**config.mk**
```make
export PLATFORM = sky130hd
export DESIGN_NAME = bit_8_adder
export DESIGN_NICKNAME = d
export VERILOG_FILES = /design/src/rtl/bit_8_adder_pkg.sv /design/src/rtl/bit_8_adder_full_adder.sv /design/src/rtl/bit_8_adder.sv
export SDC_FILE = /design/constraint.sdc
export NUM_CORES = 1
export LEC_CHECK = 0
export ABC_AREA = 1
export CAP_MARGIN = 5
export CORE_UTILIZATION = 39
export CTS_BUF_LIST = sky130_fd_sc_hd__clkbuf_8 sky130_fd_sc_hd__clkbuf_16
export CTS_CLUSTER_SIZE = 28
export DETAILED_ROUTE_END_ITERATION = 8
export GPL_TIMING_DRIVEN = 0
export MAX_ROUTING_LAYER = met4
export PLACE_DENSITY_LB_ADDON = 0.05
export SLEW_MARGIN = 10
export SYNTH_ARGS = -nofsm -noshare
export SYNTH_HDL_FRONTEND = slang
export SYNTH_SLANG_ARGS = --single-unit
export TNS_END_PERCENT = 1
```
**constraint.sdc**
```tcl
create_clock -name clk -period 0.8 [get_ports clk]
set_input_delay 0.2 -clock clk [delete_from_list [all_inputs] [get_ports clk]]
set_output_delay 0.2 -clock clk [all_outputs]
set_load 0.01 [all_outputs]
```
**src/rtl/bit_8_adder_pkg.sv**
```systemverilog
// Shared constants for the registered adder/subtractor.
// Build option: BIT_8_ADDER_ZERO_FLAG_EN adds the Z output.
package bit_8_adder_pkg;
  localparam int   WIDTH_DEF = 8;
  localparam logic MODE_ADD  = 1'b0;
  localparam logic MODE_SUB  = 1'b1;
endpackage

```
**src/rtl/bit_8_adder_full_adder.sv**
```systemverilog
// One-bit full adder cell for the ripple chain.
module full_adder (
  input  logic a,
  input  logic b,
  input  logic cin,
  output logic s,
  output logic cout
);
  assign s    = a ^ b ^ cin;
  assign cout = (a & b) | (cin & (a ^ b));
endmodule

```
**src/rtl/bit_8_adder.sv**
```systemverilog
// Registered ripple adder/subtractor with carry and signed overflow.
// Build option: BIT_8_ADDER_ZERO_FLAG_EN adds a registered zero flag Z.
module bit_8_adder
  import bit_8_adder_pkg::*;
#(
  parameter int WIDTH = WIDTH_DEF
) (
  input  logic             clk,
  input  logic             rst_n,
  input  logic [WIDTH-1:0] A,
  input  logic [WIDTH-1:0] B,
  input  logic             mode,
`ifdef BIT_8_ADDER_ZERO_FLAG_EN
  output logic             Z,
`endif
  output logic [WIDTH-1:0] S,
  output logic             Cout,
  output logic             Ov
);

  logic [WIDTH-1:0] bx;
  logic [WIDTH-1:0] sum;
  logic [WIDTH:0]   c;
  logic             ov;

  // Subtract is A + ~B + 1.
  assign bx   = B ^ {WIDTH{mode}};
  assign c[0] = (mode == MODE_SUB);

  for (genvar i = 0; i < WIDTH; i++) begin : g_rca
    full_adder u_fa (
      .a    (A[i]),
      .b    (bx[i]),
      .cin  (c[i]),
      .s    (sum[i]),
      .cout (c[i+1])
    );
  end

  assign ov = c[WIDTH] ^ c[WIDTH-1];

  always_ff @(posedge clk or negedge rst_n) begin
    if (!rst_n) begin
      S    <= '0;
      Cout <= 1'b0;
      Ov   <= 1'b0;
    end else begin
      S    <= sum;
      Cout <= c[WIDTH];
      Ov   <= ov;
    end
  end

`ifdef BIT_8_ADDER_ZERO_FLAG_EN
  always_ff @(posedge clk or negedge rst_n) begin
    if (!rst_n) Z <= 1'b0;
    else        Z <= ~|sum;
  end
`endif

endmodule

```
==> impl_metrics.json <==
{
  "run_status": "finished, violations left",
  "failed_checks": "setup timing",
  "via_per_inst": 4.396,
  "timing.critical_path.arrival_ns": 3.05,
  "fin_cells": 106,
  "worst_ir_drop_vdd_mv": 1.155,
  "max_freq_mhz": 339.5,
  "rows": 13,
  "average_size_of_a_mapped_cell_um2": 10.29,
  "detail_route.iter0.violations": 1,
  "ant_nets": 0,
  "ctsHtreeMaxLevel": 1,
  "timing.critical_path.to_type": "flop",
  "finalCoreUtilization_pct": 68.22,
  "grt_pass1_wl_um": 2070,
  "nNetsFinal": 119,
  "clock-root-buffer": "sky130_fd_sc_hd__clkbuf_8",
  "maxSlewHeadroom_pct": 69.67,
  "timing.critical_path.slowest_cell_delay_ns": 0.39,
  "comb_power_share_pct": 34.1,
  "die_height_um": 41.45,
  "io_pins": 29,
  "final_hold_viol_count": 0,
  "critPathMostFrequentCell": "sky130_fd_sc_hd__fa_2",
  "p_int_mw": 1.275,
  "category_of_cells_accounting_for_the_largest_share_of_critical_path_delay": "adder cells",
  "cts_buffers": 3,
  "setup_violations": 19,
  "cap_viol_max_count": 0,
  "crit_slowest_cell": "sky130_fd_sc_hd__fa_1",
  "clk_pin_slew_ns": 0.05,
  "cp.buffers_inverters": 5,
  "floorplan.die_area_mm2": 0.001718,
  "post-route-drc-count": 0,
  "average_wire_length_per_cell_after_detail_routing_um": 11.44,
  "io_buffer_count": 28,
  "power_mw": 1.798,
  "place.gp.congestion": 0.6635,
  "post-place-cells": 102,
  "dp_hpwl_um": 899.6,
  "min_period_over_period_pct": 368.2,
  "yosys.cell_types.count": 9,
  "net-switching-power_mw": 0.5231,
  "synthCells": 59,
  "syn_nets": 85,
  "number_of_search_and_repair_iterations_in_the_first_detailed_routing_pass": 3,
  "layout.cells.most_common": "sky130_fd_sc_hd__clkdlybuf4s50_1",
  "wl_um": 1213,
  "grt.overflow.total": 0,
  "clock_power_share_pct": 28.9,
  "maximum_number_of_pins_on_one_net_before_global_route_repair": 11,
  "dp_worst_setup_slack_ns": -2.914,
  "grt_setup_unrepaired": "yes",
  "area_delta_synth_final_pct": 53.61,
  "critical_path_class": "in2reg",
  "power_switching_share_pct": 29.09,
  "synthesis.area_um2": 606.8,
  "clock_sink_count": 10,
  "crit_required_ns": 0.91,
  "antenna_cells": 0,
  "global_route.usage.total_pct": 17.23,
  "worstPathCellList": "buf_2 > buf_6 > xnor2_1 > fa_2 > fa_2 > fa_2 > fa_2 > inv_2 > fa_1 > inv_1 > fa_2 > inv_2 > fa_1",
  "vias_in_the_first_global_route": 484,
  "dr_total_vias": 466,
  "layout_cell_share_with_drive_strength_beyond_1_pct": 35.16,
  "setup.worst_path.start_class": "primary input",
  "synth.ff_latch_count": 10,
  "finalWorstSetupSlack_ns": -2.145,
  "yosysSeqAreaShare_pct": 41.24,
  "cts-root-to-sink-buffers": 2,
  "p_per_area_mw_per_mm2": 1929,
  "worstMarginPinSlew_ns": 0.4535,
  "min_path_type": "in2async",
  "initial_utilization_pct": 44.41,
  "layout_common_cells": "sky130_fd_sc_hd__clkdlybuf4s50_1 (13), sky130_fd_sc_hd__inv_1 (12), sky130_fd_sc_hd__nand2_1 (11), sky130_fd_sc_hd__dfrtp_1 (10), sky130_fd_sc_hd__buf_2 (10)",
  "final-max-slew-violation-count": 0,
  "cts_tree": "done",
  "crit_path_max_fanout": 3,
  "layout_min_cycle_time_ns": 2.945,
  "grt_antenna_before_repair": 0,
  "p_leak_nw": 0.4713,
  "yosys_warn_count": 0,
  "die_x_um": 41.45,
  "core_mm2": 0.001366,
  "share_seq_of_total_power_pct": 37.0
}
[state kept, by name, summed over array words and instances, names as in the netlist]
| register | flops |
|---|---|
| S | 8 |
| Cout | 1 |
| Ov | 1 |
[repair_timing]
item | in CTS | in global routing
endpoints found under the setup margin | 20 | 20
pin swaps | 0 | 0
setup buffers | 1 | 0
gates resized for setup | 58 | 11
hold buffers | 0 | 0
[Yosys cell counts]
library cell,number,area [µm²]
sky130_fd_sc_hd__buf_6,1,11.26
sky130_fd_sc_hd__dfrtp_1,10,250.2
sky130_fd_sc_hd__fa_1,7,140.1
sky130_fd_sc_hd__inv_1,17,63.81
sky130_fd_sc_hd__nand2_1,12,45.04
sky130_fd_sc_hd__nand2_2,3,18.77
sky130_fd_sc_hd__o21a_1,1,7.510
sky130_fd_sc_hd__xnor2_1,6,52.55
sky130_fd_sc_hd__xor2_1,2,17.52
[layer usage]
metal  up-vias  wire (µm)  track usage, %
met5         -          0               -
met4         0         19           13.55
met3         2         64           3.043
met2        20        641           27.19
met1       219        487           19.09
li1        225          -               -
[final timing paths]
| check | start | endpoint | slack, ns | depth (start not counted) |
|---|---|---|---|---|
| max in group asynchronous | rst_n | S[0] | 0.20 | 1 |
| min | rst_n | S[7] | 0.28 | 1 |
| max | mode | S[7] | -2.15 | 13 |
| min in group clk | B[0] | S[0] | 0.34 | 6 |
[kinds of logic (layout without fill, tap and decap cells)]
logic type / after synthesis / in the layout / share of synthesized area (%)
AO/OA/AOI/OAI: 1 / 1 / 1.238
XOR/XNOR: 8 / 8 / 11.55
adder cells (fa/ha/maj): 7 / 7 / 23.09
buffers and inverters: 18 / 50 / 12.37
flip-flops: 10 / 10 / 41.24
AND/OR/NAND/NOR: 15 / 15 / 10.52
[through the flow]
step	TNS [ns]	area [µm²]	hold WS, ns
global placement	-21.70	915.9	0.5335
global route	-14.52	932.1	0.3334
floorplan	-13.04	616.8	-0.09559
CTS	-14.96	924.6	0.2987
finish	-13.57	932.1	0.2840
detailed placement	-22.55	915.9	0.5457
[power groups by stage]
stage	sequential (mW)	combinational, mW	clock, mW
floorplan	0.748	0.225	0
global placement	0.673	0.688	0
detailed placement	0.680	0.717	0
CTS	0.666	0.607	0.529
global route	0.679	0.688	0.554
finish	0.666	0.613	0.519
[layout make-up]
| type | count | area (µm²) |
|---|---|---|
| Buffer | 1 | 11.26 |
| Clock buffer | 3 | 41.29 |
| Fill cell | 107 | 434.2 |
| Inverter | 17 | 66.31 |
| Multi-Input combinational cell | 31 | 301.5 |
| Sequential cell | 10 | 250.2 |
| Tap cell | 15 | 18.77 |
| Timing Repair Buffer | 29 | 242.7 |
No activity file was read; power rests on OpenSTA's default activity.
